$ cat src/rtl/tanimoto_ctrl.sv
// Run-level sequencer for tanimoto_top: threshold BRAM load, bounded source streaming, drain/done.
// Optional TANIMOTO_CTRL_PERF_EN adds run/stall cycle counters.
`timescale 1ns/1ps
module tanimoto_ctrl #(
    parameter int unsigned BUS_WIDTH      = 512,
    parameter int unsigned VECTOR_WIDTH   = 920,
    parameter int unsigned CNT_WIDTH      = $clog2(VECTOR_WIDTH),
    parameter int unsigned WORD_CNT_WIDTH = 32,
    parameter int unsigned DRAIN_IDLE     = 64
) (
    input  logic                      clk,
    input  logic                      rstn,
    input  logic                      i_Start,
    input  logic [WORD_CNT_WIDTH-1:0] i_NumWords,
    input  logic                      i_Thr_Valid,
    input  logic [CNT_WIDTH:0]        i_Thr_Data,
    output logic                      o_Thr_Ready,
    output logic [CNT_WIDTH-1:0]      o_BRAM_Addr,
    output logic [CNT_WIDTH:0]        o_BRAM_Din,
    output logic                      o_BRAM_En,
    output logic                      o_BRAM_WrEn,
    input  logic                      i_Src_Empty,
    output logic                      o_Src_Read,
    output logic                      o_Dp_Valid,
    input  logic                      i_Dp_Read,
    input  logic                      i_IDPair_Ready,
    input  logic                      i_IDPair_Read,
    output logic                      o_Busy,
    output logic                      o_Done,
    output logic [31:0]               o_PairCount
`ifdef TANIMOTO_CTRL_PERF_EN
    ,
    output logic [31:0]               o_RunCycles,
    output logic [31:0]               o_StallCycles
`endif
);

    if (BUS_WIDTH == 0 || BUS_WIDTH % 8 != 0) begin : g_bus_width_check
        $error("tanimoto_ctrl: BUS_WIDTH must be a non-zero multiple of 8");
    end

    localparam int unsigned IdleW = $clog2(DRAIN_IDLE + 1);
    localparam logic [CNT_WIDTH:0] LastBeat  = (CNT_WIDTH + 1)'(VECTOR_WIDTH);
    localparam logic [IdleW-1:0]   IdleLimit = IdleW'(DRAIN_IDLE);

    typedef enum logic [2:0] {StIdle, StLoadThr, StStream, StDrain, StDone} state_e;

    state_e                    state_q, state_d;
    logic                      start_q;
    // One bit wider than the address so the last-entry compare survives address wrap.
    logic [CNT_WIDTH:0]        beat_q, beat_d;
    logic [WORD_CNT_WIDTH-1:0] remaining_q, remaining_d;
    logic [IdleW-1:0]          idle_q, idle_d;
    logic [31:0]               pair_cnt_q, pair_cnt_d;
    logic                      bram_we_q, bram_we_d;
    logic [CNT_WIDTH-1:0]      bram_addr_q, bram_addr_d;
    logic [CNT_WIDTH:0]        bram_din_q, bram_din_d;

    logic start_rise;
    logic pair_xfer;

    assign start_rise = i_Start & ~start_q;
    assign pair_xfer  = i_IDPair_Ready & i_IDPair_Read;

    always_comb begin
        state_d     = state_q;
        beat_d      = beat_q;
        remaining_d = remaining_q;
        idle_d      = idle_q;
        pair_cnt_d  = pair_cnt_q;
        bram_we_d   = 1'b0;
        bram_addr_d = bram_addr_q;
        bram_din_d  = bram_din_q;
        o_Thr_Ready = 1'b0;
        o_Dp_Valid  = 1'b0;
        o_Src_Read  = 1'b0;
        o_Busy      = 1'b0;
        o_Done      = 1'b0;

        if ((state_q == StStream || state_q == StDrain) && pair_xfer && pair_cnt_q != '1) begin
            pair_cnt_d = pair_cnt_q + 32'd1;
        end

        unique case (state_q)
            StIdle: begin
                if (start_rise) begin
                    state_d     = StLoadThr;
                    remaining_d = i_NumWords;
                    pair_cnt_d  = '0;
                    beat_d      = '0;
                end
            end
            StLoadThr: begin
                o_Busy      = 1'b1;
                o_Thr_Ready = 1'b1;
                if (i_Thr_Valid) begin
                    bram_we_d   = 1'b1;
                    bram_addr_d = beat_q[CNT_WIDTH-1:0];
                    bram_din_d  = i_Thr_Data;
                    beat_d      = beat_q + 1'b1;
                    if (beat_q == LastBeat) begin
                        state_d = StStream;
                    end
                end
            end
            StStream: begin
                o_Busy     = 1'b1;
                o_Dp_Valid = ~i_Src_Empty & (remaining_q != '0);
                o_Src_Read = i_Dp_Read & o_Dp_Valid;
                if (remaining_q == '0) begin
                    state_d = StDrain;
                    idle_d  = '0;
                end else if (o_Src_Read) begin
                    remaining_d = remaining_q - 1'b1;
                end
            end
            StDrain: begin
                o_Busy = 1'b1;
                if (pair_xfer) begin
                    idle_d = '0;
                end else begin
                    idle_d = idle_q + 1'b1;
                    if (idle_d == IdleLimit) begin
                        state_d = StDone;
                    end
                end
            end
            StDone: begin
                o_Done = 1'b1;
                if (!i_Start) begin
                    state_d = StIdle;
                end
            end
            default: state_d = StIdle;
        endcase
    end

    always_ff @(posedge clk or negedge rstn) begin
        if (!rstn) begin
            state_q     <= StIdle;
            start_q     <= 1'b0;
            beat_q      <= '0;
            remaining_q <= '0;
            idle_q      <= '0;
            pair_cnt_q  <= '0;
            bram_we_q   <= 1'b0;
            bram_addr_q <= '0;
            bram_din_q  <= '0;
        end else begin
            state_q     <= state_d;
            start_q     <= i_Start;
            beat_q      <= beat_d;
            remaining_q <= remaining_d;
            idle_q      <= idle_d;
            pair_cnt_q  <= pair_cnt_d;
            bram_we_q   <= bram_we_d;
            bram_addr_q <= bram_addr_d;
            bram_din_q  <= bram_din_d;
        end
    end

    // The datapath reads thresholds throughout streaming, so enable stays up there.
    assign o_BRAM_En   = bram_we_q | (state_q == StStream);
    assign o_BRAM_WrEn = bram_we_q;
    assign o_BRAM_Addr = bram_addr_q;
    assign o_BRAM_Din  = bram_din_q;
    assign o_PairCount = pair_cnt_q;

`ifdef TANIMOTO_CTRL_PERF_EN
    logic [31:0] run_cyc_q, run_cyc_d;
    logic [31:0] stall_cyc_q, stall_cyc_d;

    always_comb begin
        run_cyc_d   = run_cyc_q;
        stall_cyc_d = stall_cyc_q;
        if (state_q == StIdle && start_rise) begin
            run_cyc_d   = '0;
            stall_cyc_d = '0;
        end else begin
            if ((state_q == StStream || state_q == StDrain) && run_cyc_q != '1) begin
                run_cyc_d = run_cyc_q + 32'd1;
            end
            if (state_q == StStream && remaining_q != '0 && !o_Src_Read && stall_cyc_q != '1) begin
                stall_cyc_d = stall_cyc_q + 32'd1;
            end
        end
    end

    always_ff @(posedge clk or negedge rstn) begin
        if (!rstn) begin
            run_cyc_q   <= '0;
            stall_cyc_q <= '0;
        end else begin
            run_cyc_q   <= run_cyc_d;
            stall_cyc_q <= stall_cyc_d;
        end
    end

    assign o_RunCycles   = run_cyc_q;
    assign o_StallCycles = stall_cyc_q;
`endif

endmodule

$ cat config.mk
export PLATFORM = sky130hd
export DESIGN_NAME = tanimoto_ctrl
export DESIGN_NICKNAME = d
export VERILOG_FILES = /design/src/rtl/tanimoto_ctrl.sv
export SDC_FILE = /design/constraint.sdc
export NUM_CORES = 1
export LEC_CHECK = 0
export CAP_MARGIN = 25
export CORE_UTILIZATION = 40
export CTS_CLUSTER_DIAMETER = 80
export DETAILED_ROUTE_END_ITERATION = 10
export DONT_BUFFER_PORTS = 1
export GPL_TIMING_DRIVEN = 0
export PLACE_DENSITY_LB_ADDON = 0.12
export SKIP_CTS_REPAIR_TIMING = 1
export SLEW_MARGIN = 10
export SYNTH_ARGS = -nofsm -noshare
export SYNTH_HDL_FRONTEND = slang
export SYNTH_SLANG_ARGS = --single-unit
$ cat constraint.sdc
create_clock -name clk -period 3.5 [get_ports clk]
set_input_delay 0.875 -clock clk [delete_from_list [all_inputs] [get_ports clk]]
set_output_delay 0.875 -clock clk [all_outputs]
set_load 0.02 [all_outputs]
Word-level counts from Yosys, hierarchy flattened --
Index checks and enable logic that the tools add are counted.
Word-level totals: bits in writable memories 0, bits in registers 108, word-level logic and storage cells 79, memories kept 0, latch bits 0, bits in read-only memories 0, input bits 51, output and inout port bits 60
Operators by class: reduce and logical (&&, ||, !) cells 15, shift-type cells 0, mux-type cells 28, bitwise operators 7, div/mod/pow operators 0, eq/ne operators 16, $mul 0, $add $sub $neg 4, magnitude comparators 0
Operators by type and width (number):
- 2-to-1 mux 32 bit | 6
- one-hot mux 32 bit (2 select lines) | 1
- adder 32 x 1 -> 32 bit (second input constant) | 1
- zero test 32 bit | 1
- inequality test 32 bit (second input constant) | 1
- nonzero test 32 bit | 1
- subtractor 32 x 1 -> 32 bit (second input constant) | 1
- 2-to-1 mux 11 bit | 2
- one-hot mux 11 bit (2 select lines) | 1
- 2-to-1 mux 3 bit | 7
- one-hot mux 3 bit (5 select lines) | 1
- 2-to-1 mux 7 bit | 2
- one-hot mux 7 bit (2 select lines) | 1
- inequality test 2 bit (second input constant) | 6
- adder 11 x 1 -> 11 bit (second input constant) | 1
- == test 11 x 10 -> 1 bit (second input constant) | 1
- adder 7 x 1 -> 7 bit (second input constant) | 1
- == test 7 bit (second input constant) | 1
- 2-to-1 mux 1 bit | 7
- AND reduction 7 bit | 1
- == test 3 x 2 -> 1 bit (second input constant) | 2
- inequality test 2 x 1 -> 1 bit (second input constant) | 3
- nonzero test 2 bit | 3
- AND 1 bit | 4
- other kinds (11) | 14

Longest topological paths before layout --
word-level depth 7, mapped depth 9, gate-level depth less buffers 7

Worst setup path after synthesis --
OpenSTA, ideal clock, no wires.
path type register to output, start reg remaining_q[10], end out o_Src_Read, stages on the path, launching flop included 6, arrival 2.126 ns, setup slack 0.499 ns, path buffers 2, required time 2.625 ns, cells stage by stage dfrtp_1 > or4_4 > or3b_4 > o41a_1 > buf_2 > clkbuf_1
On the way: longest elaborated chain between the ends 4
RTL lines:
- start: declaration | line 52 | logic [WORD_CNT_WIDTH-1:0] remaining_q, remaining_d;
- start signal: assignment | line 153 | remaining_q <= remaining_d;
- nonzero test 32 bit | line 108 | o_Dp_Valid = ~i_Src_Empty & (remaining_q != '0);
- AND 1 bit | line 108
- AND 1 bit | line 109 | o_Src_Read = i_Dp_Read & o_Dp_Valid;
- 2-to-1 mux 1 bit | line 84 | unique case (state_q)
- end: declaration | line 23 | output logic o_Src_Read,
Every way passes these cells.

Worst setup path in the final report --
start reg remaining_q[9], end out o_Src_Read
The elaborated chain is that of the path after synthesis.

==> flow_summary_export.csv <==
group,metric,value,unit
global_routing,antenna_found_initial,1,
flow_run,maxCapViolCount,0,
power,p_int,2.14,mW
power,swShare,0.292,
cells_and_area,fillers,1423,
critical_path,worst_setup_path_end_kind,"primary output",
critical_path,r2r_cells,8,
yosys,synthArstFlopShare,1.00,
global_routing,first_global_vias,5342,
yosys,syn_avg_cell_area,8.60,sq um
die,start_util,0.411,
critical_path,arrival,2.55,ns
detailed_routing,wl_per_cell,19.3,microns
run_status,outcome,"finished clean",
clock_network,cts.sinks,108,
critical_path,start_kind,"flop",
die,die_width,124,microns
sta,fmax,0.292,GHz
place,dpl_cell_area,6230,sq um
critical_path,cp.required,2.62,ns
critical_path,critical-path-slowest-cell,"or4_4",
clock_network,cts_root_buf,"clkbuf_16",
detailed_routing,drcViolationCount,0,
sta,hold_viol_final,0,
sta,rsz0062_at_grt,"false",
cells_and_area,final_nets,766,
place,dp_slack,0.0412,ns
global_routing,gr-usage-all-layers,0.225,
clock_network,cts.reportedPaths.clkPinSlew,0.07,ns
power,leakage,2.70,nW
detailed_routing,ant_nets,0,
sta,period_share,0.979,
power,seq_power_share,0.500,
detailed_routing,avgViaCountPerCell,6.19,
clock_network,cts_tree,"done",
power,p_switching,0.882,mW
die,fp.coreArea,14600,sq um
critical_path,critPathKind,"flop to primary output",
yosys,yosysTopAreaCellShare,0.451,
cells_and_area,finalInstanceArea,6620,sq um
critical_path,cp.depth,5,
place,port_buffers,0,
critical_path,crit_fanout,10,
global_routing,grt_max_degree,109,
clock_network,htreeDepth,3,
place,hpwl,12100,microns
cells_and_area,drive_gt1_frac,0.0671,
die,dieHeight,124,microns
sta,tightest_slew,0.868,ns
sta,holdWs,0.209,ns
place,place.gp.congestion,0.838,
power,pwr-share-comb,0.134,
yosys,synthAdderAreaFrac,0.0104,
yosys,synth_compound_area_frac,0.203,
power,pwr-share-clk,0.366,
yosys,synth_mux_area_frac,0.00855,
detailed_routing,vias,5575,
critical_path,cpPeakStageDelay,0.57,ns
yosys,synth_xor_area_frac,0.0117,
cells_and_area,register_area,2700,sq um
clock_network,cts_made_buffers,9,
yosys,yosysMostFrequentCell,"dfrtp_1",
die,rows,44,
detailed_routing,wl,17300,microns
sta,slew_violations,0,
global_routing,grt_overflow,0,
yosys,synth_top_area_cell,"dfrtp_1",
global_routing,grt_pass1_wl,28000,microns
sta,fin_worst_skew,0.0103,ns
critical_path,cpLargestDelayFamily,"simple AND/OR/NAND/NOR gates",
min_path,holdCritPathClass,"primary input to async pin",
detailed_routing,detail_route.first_pass.iterations,6,
clock_network,cts.path.max_buffers,2,
yosys,netlist_top_cells_count,"dfrtp_1 (108), nand2_1 (101), nor2_1 (45)",
yosys,yosys-top-cells-area,"dfrtp_1 (45%), nand2_1 (6.3%), a21oi_1 (3.5%)",
yosys,syn_inst,697,
critical_path,crit_chain,"or4_4 -> or3b_4 -> o41a_1 -> clkbuf_4 -> buf_6",
sta,setup_ws,0.0724,ns
sta,maxSlewHeadroom,0.417,
yosys,synth_edf_count,0,
die,dieArea,15500,sq um
sta,fin_crit,3.43,ns
yosys,synth_top_family_by_area,"simple AND/OR/NAND/NOR gates",
yosys,ys.flop_type,"dfrtp_1",
yosys,syn-num-nets,753,
critical_path,cp_num_buf_inv,2,
detailed_routing,drt_iter0_drc,365,
yosys,synth_simple_gate_area_frac,0.277,
yosys,synth-seq-cells,108,
cells_and_area,syn_to_final_growth,10.3,%
yosys,yosysSeqAreaShare,0.451,
yosys,netlist_area,6000,sq um
power,p_per_area,457,nW/um^2
power,ir_drop,220,uV
clock_network,clk_latency,0.36,ns
cells_and_area,multi_input_area,3110,sq um
yosys,ys_types,56,
die,pin_count,111,
sta,setup_viol,0,
yosys,yosysWarnings,0,
==> cells by family after synthesis <==
| kind of cell | count (synthesis) |
|---|---|
| adders and majority gates | 5 |
| and+or+nand+nor | 326 |
| DFF | 108 |
| AOI/OAI and AO/OA | 185 |
| buffers and inverters | 60 |
| muxes | 5 |
| xor gates and xnor gates | 8 |
==> per-layer routing <==
| layer | routed length, microns | global-route usage | share of wire |
|---|---|---|---|
| met5 | 0 | 0 | 0 |
| met4 | 304 | 0.0858 | 0.018 |
| met3 | 1170 | 0.0511 | 0.067 |
| met2 | 8220 | 0.360 | 0.47 |
| met1 | 7650 | 0.293 | 0.44 |
==> power by group through the flow <==
| stage | clock [mW] | combinational (mW) | sequential (mW) |
|---|---|---|---|
| 2_1_floorplan | 0 | 0.313 | 1.48 |
| 5_1_grt | 1.18 | 0.453 | 1.53 |
| 3_3_place_gp | 0 | 0.386 | 1.52 |
| 4_1_cts | 1.13 | 0.395 | 1.50 |
| 6_report | 1.11 | 0.406 | 1.51 |
| 3_5_place_dp | 0 | 0.392 | 1.53 |
==> path summary, 6_finish.rpt <==
check	end	slack (ns)	from
setup / recovery	o_Src_Read	0.07	remaining_q[9]
hold / removal	o_PairCount[29]	0.21	rstn
setup reg to reg	o_PairCount[19]	0.31	o_PairCount[0]
hold reg to reg	remaining_q[29]	0.50	remaining_q[29]
max in group asynchronous	remaining_q[24]	3.08	rstn
min in group clk	remaining_q[29]	0.50	remaining_q[29]
==> layout make-up <==
type / instances / area share
clock buffer: 13 / 0.0424
inverter: 18 / 0.0102
buffer: 42 / 0.0265
antenna: 1 / 0.000378
tap: 184 / 0.0348
timing repair buffer: 2 / 0.00151
multi-input combinational: 529 / 0.469
clock inverter: 3 / 0.00643
sequential: 108 / 0.408
==> registers in the layout (all words and copies together), names as in the netlist <==
signal,cells
state_q,3
o_BRAM_Addr,10
remaining_q,32
start_q,1
beat_q,11
o_PairCount,32
o_BRAM_WrEn,1
idle_q,7
o_BRAM_Din,11
==> placed cells by master (no fill, tap or decap), types with 6 or more instances in the layout <==
cell type  synthesis  final
a21oi_1           42     42
a22oi_1           11     11
a31oi_1            9      9
and3_1            13     13
buf_1              9      9
buf_2              4      6
clkbuf_1          29     26
clkbuf_16          0      9
dfrtp_1          108    108
inv_1             18     18
nand2_1          101    101
nand3_1           31     30
nand4_1           15     15
nor2_1            45     45
nor3_1            28     27
nor4_1            29     27
o211ai_1           6      6
o21ai_0           32     32
o22ai_1           25     25
o2bb2ai_1         20     20
o31ai_1           14     14
or2_2              7      7
or3_1             13     13
or4_1             15     13
xnor2_1            7      7
==> through the flow <==
| step | utilization | setup TNS, ns | total power [mW] | cells |
|---|---|---|---|---|
| global placement | 0.427 | 0 | 1.91 | 881 |
| global route | 0.454 | 0 | 3.16 | 900 |
| CTS | 0.449 | -0.705 | 3.03 | 898 |
| finish | 0.454 | 0 | 3.02 | 900 |
| detailed placement | 0.427 | 0 | 1.92 | 882 |
| floorplan | - | 0 | 1.80 | 697 |
No activity file was read; power rests on OpenSTA's default activity.
